**src/rtl/hv_dac_sched_pkg.sv**
```systemverilog
// Shared types and constants for the HV DAC write scheduler.
// State encoding, SPI word layout and default limits live here.
package hv_dac_sched_pkg;

    localparam int CODE_W      = 10;
    localparam int DAC_W       = 16;
    localparam int CODE_LSB    = 2;
    localparam int DONE_TO_DEF = 4096;
    localparam int HV_MAX_DEF  = 1000;

    typedef enum logic [2:0] {
        S_IDLE,
        S_STEP,
        S_SEND,
        S_WAIT_DONE,
        S_SETTLE
    } state_t;

    // SPI word: 4 pad bits, code, 2 pad bits.
    function automatic logic [DAC_W-1:0] dac_word(
        input logic [CODE_W-1:0] code
    );
        return {4'd0, code, 2'd0};
    endfunction

    function automatic logic [CODE_W-1:0] clamp_code(
        input logic [CODE_W-1:0] v,
        input int                max
    );
        if (int'(v) > max) return CODE_W'(max);
        return v;
    endfunction

endpackage

```
**src/rtl/hv_dac_sched_if.sv**
```systemverilog
// Request, DAC handshake and status bundle for hv_dac_sched.
// slave is the scheduler side, master the requester/DAC side.
interface hv_dac_sched_if;
    import hv_dac_sched_pkg::*;

    logic              i_comp_req;
    logic [CODE_W-1:0] i_comp_value;
    logic              i_host_req;
    logic [CODE_W-1:0] i_host_value;
    logic [CODE_W-1:0] i_step_max;
    logic [15:0]       i_settle_cyc;
    logic              i_dac_done;
    logic              o_comp_ack;
    logic              o_host_ack;
    logic              o_dac_start;
    logic [DAC_W-1:0]  o_dac_data;
    logic [CODE_W-1:0] o_dac_value;
    logic              o_busy;
    logic              o_timeout_err;

    modport slave (
        input  i_comp_req, i_comp_value,
        input  i_host_req, i_host_value,
        input  i_step_max, i_settle_cyc,
        input  i_dac_done,
        output o_comp_ack, o_host_ack,
        output o_dac_start, o_dac_data,
        output o_dac_value, o_busy,
        output o_timeout_err
    );

    modport master (
        output i_comp_req, i_comp_value,
        output i_host_req, i_host_value,
        output i_step_max, i_settle_cyc,
        output i_dac_done,
        input  o_comp_ack, o_host_ack,
        input  o_dac_start, o_dac_data,
        input  o_dac_value, o_busy,
        input  o_timeout_err
    );

endinterface

```
**src/rtl/hv_step_calc.sv**
```systemverilog
// Next DAC code toward target; slew limited when HV_DAC_RAMP_EN
// is defined, otherwise the target is written directly.
module hv_step_calc
    import hv_dac_sched_pkg::*;
#(
    parameter int HV_MAX = HV_MAX_DEF
) (
    input  logic [CODE_W-1:0] cur,
    input  logic [CODE_W-1:0] target,
    input  logic [CODE_W-1:0] step,
    output logic [CODE_W-1:0] next
);

`ifdef HV_DAC_RAMP_EN
    logic signed [CODE_W:0] diff;
    logic [CODE_W:0]        mag;
    logic [CODE_W-1:0]      stp;
    logic [CODE_W-1:0]      raw;

    // 11-bit signed difference keeps cur +/- stp inside 0..1023.
    always_comb begin
        stp  = (step == '0) ? CODE_W'(1) : step;
        diff = $signed({1'b0, target}) - $signed({1'b0, cur});
        mag  = diff[CODE_W] ? unsigned'(-diff) : unsigned'(diff);
        if (mag <= {1'b0, stp}) begin
            raw = target;
        end else if (diff[CODE_W]) begin
            raw = cur - stp;
        end else begin
            raw = cur + stp;
        end
        next = clamp_code(raw, HV_MAX);
    end
`else
    logic unused;

    assign unused = ^{cur, step};
    assign next   = clamp_code(target, HV_MAX);
`endif

endmodule

```
**src/rtl/hv_dac_sched.sv**
```systemverilog
// HV DAC write scheduler: host/comp arbitration, ramp, settle, timeout.
// Slew limiting is enabled by defining HV_DAC_RAMP_EN.
module hv_dac_sched
    import hv_dac_sched_pkg::*;
#(
    parameter int DONE_TO = DONE_TO_DEF,
    parameter int HV_MAX  = HV_MAX_DEF
) (
    input logic           i_clk_50m,
    input logic           i_rst_n,
    hv_dac_sched_if.slave bus
);

    state_t            state;
    logic [CODE_W-1:0] target;
    logic [CODE_W-1:0] next_code;
    logic [CODE_W-1:0] calc_code;
    logic [31:0]       cnt;

    hv_step_calc #(
        .HV_MAX (HV_MAX)
    ) u_step (
        .cur    (bus.o_dac_value),
        .target (target),
        .step   (bus.i_step_max),
        .next   (calc_code)
    );

    always_ff @(posedge i_clk_50m) begin
        if (!i_rst_n) begin
            state             <= S_IDLE;
            target            <= '0;
            next_code         <= '0;
            cnt               <= '0;
            bus.o_dac_value   <= '0;
            bus.o_dac_data    <= '0;
            bus.o_dac_start   <= 1'b0;
            bus.o_host_ack    <= 1'b0;
            bus.o_comp_ack    <= 1'b0;
            bus.o_busy        <= 1'b0;
            bus.o_timeout_err <= 1'b0;
        end else begin
            bus.o_dac_start <= 1'b0;
            bus.o_host_ack  <= 1'b0;
            bus.o_comp_ack  <= 1'b0;
            unique case (state)
                S_IDLE: begin
                    // Host has priority; comp stays pending until next IDLE.
                    if (bus.i_host_req) begin
                        target         <= clamp_code(bus.i_host_value, HV_MAX);
                        bus.o_host_ack <= 1'b1;
                        bus.o_busy     <= 1'b1;
                        state          <= S_STEP;
                    end else if (bus.i_comp_req) begin
                        target         <= clamp_code(bus.i_comp_value, HV_MAX);
                        bus.o_comp_ack <= 1'b1;
                        bus.o_busy     <= 1'b1;
                        state          <= S_STEP;
                    end
                end
                S_STEP: begin
                    next_code       <= calc_code;
                    bus.o_dac_data  <= dac_word(calc_code);
                    bus.o_dac_start <= 1'b1;
                    state           <= S_SEND;
                end
                S_SEND: begin
                    cnt   <= '0;
                    state <= S_WAIT_DONE;
                end
                S_WAIT_DONE: begin
                    if (bus.i_dac_done) begin
                        bus.o_dac_value <= next_code;
                        cnt <= (bus.i_settle_cyc == '0) ? 32'd1
                                                        : {16'd0, bus.i_settle_cyc};
                        state <= S_SETTLE;
                    end else if (cnt == 32'(DONE_TO - 1)) begin
                        bus.o_timeout_err <= 1'b1;
                        bus.o_busy        <= 1'b0;
                        cnt               <= '0;
                        state             <= S_IDLE;
                    end else begin
                        cnt <= cnt + 32'd1;
                    end
                end
                S_SETTLE: begin
                    if (cnt <= 32'd1) begin
                        cnt <= '0;
                        if (bus.o_dac_value != target) begin
                            state <= S_STEP;
                        end else begin
                            bus.o_busy <= 1'b0;
                            state      <= S_IDLE;
                        end
                    end else begin
                        cnt <= cnt - 32'd1;
                    end
                end
                default: begin
                    bus.o_busy <= 1'b0;
                    state      <= S_IDLE;
                end
            endcase
        end
    end

endmodule

```
**src/flat_wrapper.sv**
```systemverilog
// flat-port wrapper written by rule: the top's interface ports become plain ports
module hv_dac_sched_flat import hv_dac_sched_pkg::*;
#(
    parameter int DONE_TO = DONE_TO_DEF,
    parameter int HV_MAX  = HV_MAX_DEF
)
  (i_clk_50m, i_rst_n, bus_i_comp_req, bus_i_comp_value, bus_i_host_req, bus_i_host_value, bus_i_step_max, bus_i_settle_cyc, bus_i_dac_done, bus_o_comp_ack, bus_o_host_ack, bus_o_dac_start, bus_o_dac_data, bus_o_dac_value, bus_o_busy, bus_o_timeout_err);
  hv_dac_sched_if bus_i ();
  input logic i_clk_50m;
  input logic i_rst_n;
  input wire logic [$bits(bus_i.i_comp_req)-1:0] bus_i_comp_req;
  input wire logic [$bits(bus_i.i_comp_value)-1:0] bus_i_comp_value;
  input wire logic [$bits(bus_i.i_host_req)-1:0] bus_i_host_req;
  input wire logic [$bits(bus_i.i_host_value)-1:0] bus_i_host_value;
  input wire logic [$bits(bus_i.i_step_max)-1:0] bus_i_step_max;
  input wire logic [$bits(bus_i.i_settle_cyc)-1:0] bus_i_settle_cyc;
  input wire logic [$bits(bus_i.i_dac_done)-1:0] bus_i_dac_done;
  output wire logic [$bits(bus_i.o_comp_ack)-1:0] bus_o_comp_ack;
  output wire logic [$bits(bus_i.o_host_ack)-1:0] bus_o_host_ack;
  output wire logic [$bits(bus_i.o_dac_start)-1:0] bus_o_dac_start;
  output wire logic [$bits(bus_i.o_dac_data)-1:0] bus_o_dac_data;
  output wire logic [$bits(bus_i.o_dac_value)-1:0] bus_o_dac_value;
  output wire logic [$bits(bus_i.o_busy)-1:0] bus_o_busy;
  output wire logic [$bits(bus_i.o_timeout_err)-1:0] bus_o_timeout_err;
  assign bus_i.i_comp_req = bus_i_comp_req;
  assign bus_i.i_comp_value = bus_i_comp_value;
  assign bus_i.i_host_req = bus_i_host_req;
  assign bus_i.i_host_value = bus_i_host_value;
  assign bus_i.i_step_max = bus_i_step_max;
  assign bus_i.i_settle_cyc = bus_i_settle_cyc;
  assign bus_i.i_dac_done = bus_i_dac_done;
  assign bus_o_comp_ack = bus_i.o_comp_ack;
  assign bus_o_host_ack = bus_i.o_host_ack;
  assign bus_o_dac_start = bus_i.o_dac_start;
  assign bus_o_dac_data = bus_i.o_dac_data;
  assign bus_o_dac_value = bus_i.o_dac_value;
  assign bus_o_busy = bus_i.o_busy;
  assign bus_o_timeout_err = bus_i.o_timeout_err;
  hv_dac_sched #(.DONE_TO(DONE_TO), .HV_MAX(HV_MAX)) u_core (.i_clk_50m(i_clk_50m), .i_rst_n(i_rst_n), .bus(bus_i));
endmodule
```
**config.mk**
```make
export PLATFORM = sky130hd
export DESIGN_NAME = hv_dac_sched_flat
export DESIGN_NICKNAME = d
export VERILOG_FILES = /design/src/rtl/hv_dac_sched_pkg.sv /design/src/rtl/hv_dac_sched_if.sv /design/src/rtl/hv_step_calc.sv /design/src/rtl/hv_dac_sched.sv /design/src/flat_wrapper.sv
export SDC_FILE = /design/constraint.sdc
export NUM_CORES = 1
export LEC_CHECK = 0
export BUFFER_PORTS_ARGS = -buffer_cell sky130_fd_sc_hd__buf_2
export CAP_MARGIN = 20
export CORE_MARGIN = 4
export CORE_UTILIZATION = 40
export CTS_CLUSTER_DIAMETER = 120
export DETAILED_ROUTE_END_ITERATION = 10
export GPL_TIMING_DRIVEN = 0
export PLACE_DENSITY = 0.72
export SLEW_MARGIN = 20
export SYNTH_ARGS = -nofsm -noshare
export SYNTH_HDL_FRONTEND = slang
export SYNTH_HIERARCHICAL = 1
export SYNTH_SLANG_ARGS = --single-unit
```
**constraint.sdc**
```tcl
create_clock -name i_clk_50m -period 2.1 [get_ports i_clk_50m]
set_input_delay 0.105 -clock i_clk_50m [delete_from_list [all_inputs] [get_ports i_clk_50m]]
set_output_delay 0.105 -clock i_clk_50m [all_outputs]
set_load 0.1 [all_outputs]
```
Word level (Yosys, flattened, before mapping)
Index checks and enable logic that the tools add are counted.
{ "word_totals": {"regBits": 70, "input_bits": 51} }
{ "classes": {"add_sub_neg": 2, "order_cmp": 4, "eq_ne": 12, "n_mux": 40, "bitwise_logic": 4, "n_reduce_logical": 12} }
{ "op_table": {"columns": ["op", "count"], "rows": [
  ["$mux 32", 3],
  ["$pmux 32 s3", 1],
  ["$mux 10", 8],
  ["$add 32x1->32 const B", 1],
  ["$eq 32x12->1 const B", 1],
  ["$le 32x1->1 const B", 1],
  ["$sub 32x1->32 const B", 1],
  ["$gt 10x10->1 const B", 3],
  ["$mux 1", 20],
  ["$logic_not 16->1", 1],
  ["$mux 16", 1],
  ["$mux 3", 5],
  ["$pmux 3 s5", 1],
  ["$ne 10x10->1", 1],
  ["$eq 3x2->1 const B", 2],
  ["$reduce_and 2->1", 3],
  ["$reduce_and 3->1", 2],
  ["$reduce_and 6->1", 1],
  ["$ne 2x1->1 const B", 2],
  ["$ne 2x2->1 const B", 2],
  ["$not 1->1", 4],
  ["$pmux 1 s4", 1],
  ["$eq 3x1->1 const B", 1],
  ["$eq 3x3->1 const B", 1],
  ["other kinds (7)", 7]
]} }

Depth between registers and ports, before layout
{ "depth": {"depth_word": 9, "mapped_depth": 8} }

Modules after synthesis
Netlist, hierarchy kept.
{ "by_module_without_submodules": {"columns": ["mod", "instances", "cells_each", "area_per_inst_um2", "seq_area_each_um2"], "rows": [
  ["hv_dac_sched", 1, 562, 4659.5, 1401.3],
  ["hv_step_calc", 1, 12, 75.1, 0.0]
]} }

Worst setup path before layout
OpenSTA, ideal clock, no wires.
{ "synth_timing": {"path_type": "flip-flop to flip-flop", "start": "reg u_core.cnt[0]", "end": "reg u_core.cnt[25]", "t_arrival_ns": 2.089, "required_ns": 1.974, "path_slack_ns": -0.115, "path_stages_with_launch": 8, "period_less_slack_ns": 2.215, "cell_sequence": "dfxtp_1 ha_1 nand3_1 or3_4 o31ai_2 a21oi_1 o311ai_2 o21ai_1"} }
{ "synth_between": {"elab_chain_cells": 4} }
{ "synth_rtl": {"columns": ["element", "line", "source"], "rows": [
  ["start: declaration", "hv_dac_sched.sv:18", "logic [31:0] cnt;"],
  ["start signal: assignment", "hv_dac_sched.sv:74", "cnt <= (bus.i_settle_cyc == '0) ? 32'd1"],
  ["start signal: assignment", "hv_dac_sched.sv:83", "cnt <= cnt + 32'd1;"],
  ["start signal: assignment", "hv_dac_sched.sv:96", "cnt <= cnt - 32'd1;"],
  ["$add 32x1->32 / $eq 32x12->1 (equally long branches)", "hv_dac_sched.sv:83, hv_dac_sched.sv:77", null],
  ["$mux 32", "hv_dac_sched.sv:77", "end else if (cnt == 32'(DONE_TO - 1)) begin"],
  ["$mux 32", "hv_dac_sched.sv:72", "if (bus.i_dac_done) begin"],
  ["$pmux 32 s3 *", "hv_dac_sched.sv:46", "unique case (state)"]
]} }
Mark *: on every way between the ends. The rest lies on a longest branch, timed or not.
A chain may end at the register's enable or synchronous reset.

Worst setup path after layout
{ "layout_timing": {"start": "reg u_core.cnt[5]", "end": "reg u_core.cnt[25]"} }
Same word-level chain as after synthesis.

==> out/results.tsv <==
stage	metric	value	unit
layout	drive_gt1_frac	0.396	
clock_tree	hold_buffers	0	
min_path	holdCritPathClass	in -> reg	
placed_design	place_area	5270	sq um
clock_tree	cts_tree	built	
global_routing	grt_pass1_wl	25600	um
layout	final_nets	774	
worst_setup_path	critPathMaxStageDelay	0.53	ns
global_routing	overflow	0	
synthesis	netlist-cell-type-count	86	
placed_design	hpwl	11100	um
sta	drv_slew	0	
global_routing	grt_max_degree	13	
job	drv_cap	0	
layout	fillCellCount	914	
worst_setup_path	crit_fanout	6	
floorplan	die_area	13600	sq um
global_routing	met2_usage	0.383	
sta	worst_pin_slew	0.865	ns
synthesis	synth-seq-area-share	0.296	
synthesis	ys_seq_elements	70	
global_routing	grt_use_met1	0.295	
route	first_iter_violations	731	
worst_setup_path	regToRegSetupSlack	-0.18	ns
global_routing	grt_pass1_vias	5151	
layout	n_antenna_cell	0	
clock_tree	root_buffer	clkbuf_16	
route	drcViolationCount	0	
layout	design_area	6650	sq um
layout	final_cell_mix	buf_4, buf_2, nand2_1	
outcome	status	complete, but fails checks	
worst_setup_path	endpoint_kind	flip-flop	
synthesis	synth.yosys.warnings	6	
placed_design	io_buffers	64	
worst_setup_path	crit_arrival	2.51	ns
global_routing	antenna_found_initial	0	
floorplan	io_pins	82	
route	wirelength	18500	um
clock_tree	clk_pin_slew_worst_paths	0.07	ns
layout	final_common_cell	buf_4	
placed_design	globalplace.congestion	0.901	
global_routing	grtUsageTotal	0.239	
clock_tree	clk_latency	0.35	ns
floorplan	coreArea	11500	sq um
sta	post-route-period-util	1.08	
synthesis	synthCells	574	
layout	regArea	1430	sq um
worst_setup_path	path_class	reg -> reg	
floorplan	die_w	117	um
min_path	hold_start	bus_i_comp_req	
power_and_ir_drop	powerDensity	1060	nW/um^2
worst_setup_path	start_kind	flip-flop	
route	wire_per_inst	21.3	um
sta	finalSetupViolations	31	
worst_setup_path	crit_required	2.34	ns
outcome	violations	negative setup slack	
power_and_ir_drop	leakage	0.00272	uW
clock_tree	clockBufferDepth	2	
worst_setup_path	cp_slowest_cell	nor3_2	
clock_tree	ctsHtreeMaxLevel	3	
synthesis	synth_top_cell_by_area	dfxtp_1	
synthesis	async_flop_share	0	
global_routing	globalRouteMet3Util	0.0663	
sta	rsz0062_at_grt	yes	
global_routing	busiest_layer	met2	
sta	max_slew_margin	0.418	
route	first_pass_iters	6	
worst_setup_path	r2r_start	u_core/cnt[5]	
synthesis	synth_area	4730	sq um
placed_design	dp_slack	-0.555	ns
sta	fmax	0.440	GHz
synthesis	avgSynthCellArea	8.25	sq um
route	vias	5623	
synthesis	ys.flop_type	dfxtp_1	
sta	layout_setup_ws	-0.175	ns
layout	syn_to_final_growth	40.4	%
route	vias_per_cell	6.49	
clock_tree	clock-sinks	70	
sta	hold_violations	0	
worst_setup_path	crit_start	u_core/cnt[5]	
synthesis	synth_top_area_frac	0.296	
power_and_ir_drop	ir_worst_vdd	0.542	mV
clock_tree	numCtsBuffers	9	
layout	multiInputGateArea	3410	sq um
worst_setup_path	worst_path_most_repeated_cell	buf_4	
worst_setup_path	cp_cell_sequence	buf_6 -> buf_4 -> nand4_4 -> buf_4 -> nor3_2 -> and2_2 -> a21oi_1 -> o311ai_2 -> o21ai_1	
synthesis	ys_top_cells_by_area	dfxtp_1, nand2_1, a21oi_1	
floorplan	num_rows	39	
synthesis	synth_enable_flop_cells	0	
floorplan	start_util	0.411	
sta	layout_min_cycle_time	2.28	ns
floorplan	chipHeight	117	um
power_and_ir_drop	power	7040	uW
sta	finalClockSkew	0.0153	ns
route	ant_nets	0	
[cell type report]
cell class,count,area share
inverters,7,0.00395
plain buffers,46,0.0521
flip-flops and latches,70,0.216
clock buffers,10,0.0345
clock inverters,5,0.0128
multi-input cells,449,0.514
well taps,143,0.0269
repair buffers,137,0.140
[repair_timing]
item	4_1_cts	5_1_grt
pin swaps	20	41
setup endpoints to repair	39	36
endpoints found under the hold margin	0	0
gates cloned	1	2
setup buffers	30	41
resized for setup	60	79
[state kept, by name, indices dropped and copies added (netlist names)]
signal and flops:
u_core/bus.o_host_ack 1, u_core/bus.o_timeout_err 1, u_core/next_code 10, u_core/cnt 32, u_core/target 10, u_core/bus.o_comp_ack 1, u_core/bus.o_dac_start 1, u_core/bus.o_busy 1
u_core/state 3, u_core/bus.o_dac_value 10
[critical path, delay by kind of cell (launching register included)]
| kind | cells | cell delay (ns) |
|---|---|---|
| AND/OR/NAND/NOR | 3 | 0.99 |
| AO/OA/AOI/OAI | 3 | 0.40 |
| flip-flops | 1 | 0.32 |
| buffers and inverters | 3 | 0.46 |
[synth_stat cells (3+ instances only)]
cell / n
dfxtp_1: 70
nand2_1: 63
nor2_1: 56
a21oi_1: 46
xnor2_1: 22
clkbuf_1: 19
nor3_1: 18
nand3_1: 17
o21ai_0: 17
mux2i_1: 16
nand4_1: 13
buf_6: 10
or3_1: 10
buf_4: 9
nor4_1: 9
xor2_1: 9
a222oi_1: 8
a31oi_1: 8
and3_1: 8
a221oi_1: 7
buf_2: 7
o21a_1: 7
a22oi_1: 6
inv_1: 6
a211oi_1: 5
nor4_2: 5
a21boi_1: 4
a41oi_1: 4
clkbuf_8: 4
nor4_4: 4
a21o_1: 3
and4_1: 3
buf_1: 3
ha_1: 3
nor3_2: 3
nor3b_1: 3
o2111ai_1: 3
o22a_1: 3
o22ai_1: 3
or4_1: 3
[report_power, final]
part	internal (uW)	total [uW]	switching, uW	leakage (uW)
combinational	1590	3690	2100	0.00200
clock	1040	1660	626	0.000149
sequential	1470	1690	216	0.000578
[cell families (layout without fill, tap and decap cells)]
family	Yosys count	after routing	synth area share
compound gates	155	155	0.241
mux	17	17	0.0362
other cells	1	6	0.000792
flops	70	70	0.296
xor+xnor	31	31	0.0573
buf+inv	60	205	0.0811
simple gates	237	237	0.280
fa+ha+maj	3	3	0.00793
[routing by layer]
layer  up-vias  part of all wire
met5         -                 0
met4         0             0.063
met3       135              0.12
met2       445              0.45
met1      2607              0.36
li1       2436                 -
[per-stage QoR]
stage | setup TNS (ns) | hold slack [ns] | util | std cells
after global placement | -11.31 | 0.407 | 0.457 | 786
after CTS | -0.363 | 0.0558 | 0.527 | 829
after global routing | -5.77 | 0.0845 | 0.577 | 867
after floorplan | -0.0189 | 0.278 | - | 579
after detailed placement | -11.87 | 0.411 | 0.457 | 786
final | -2.64 | 0.0675 | 0.577 | 867
[worst paths after layout]
path	to	cells past startpoint
max	u_core/cnt[25]	9
min	u_core/bus.o_comp_ack	2
max reg2reg	u_core/cnt[25]	9
min reg2reg	u_core/bus.o_dac_value[6]	2
No activity file was read; power rests on OpenSTA's default activity.
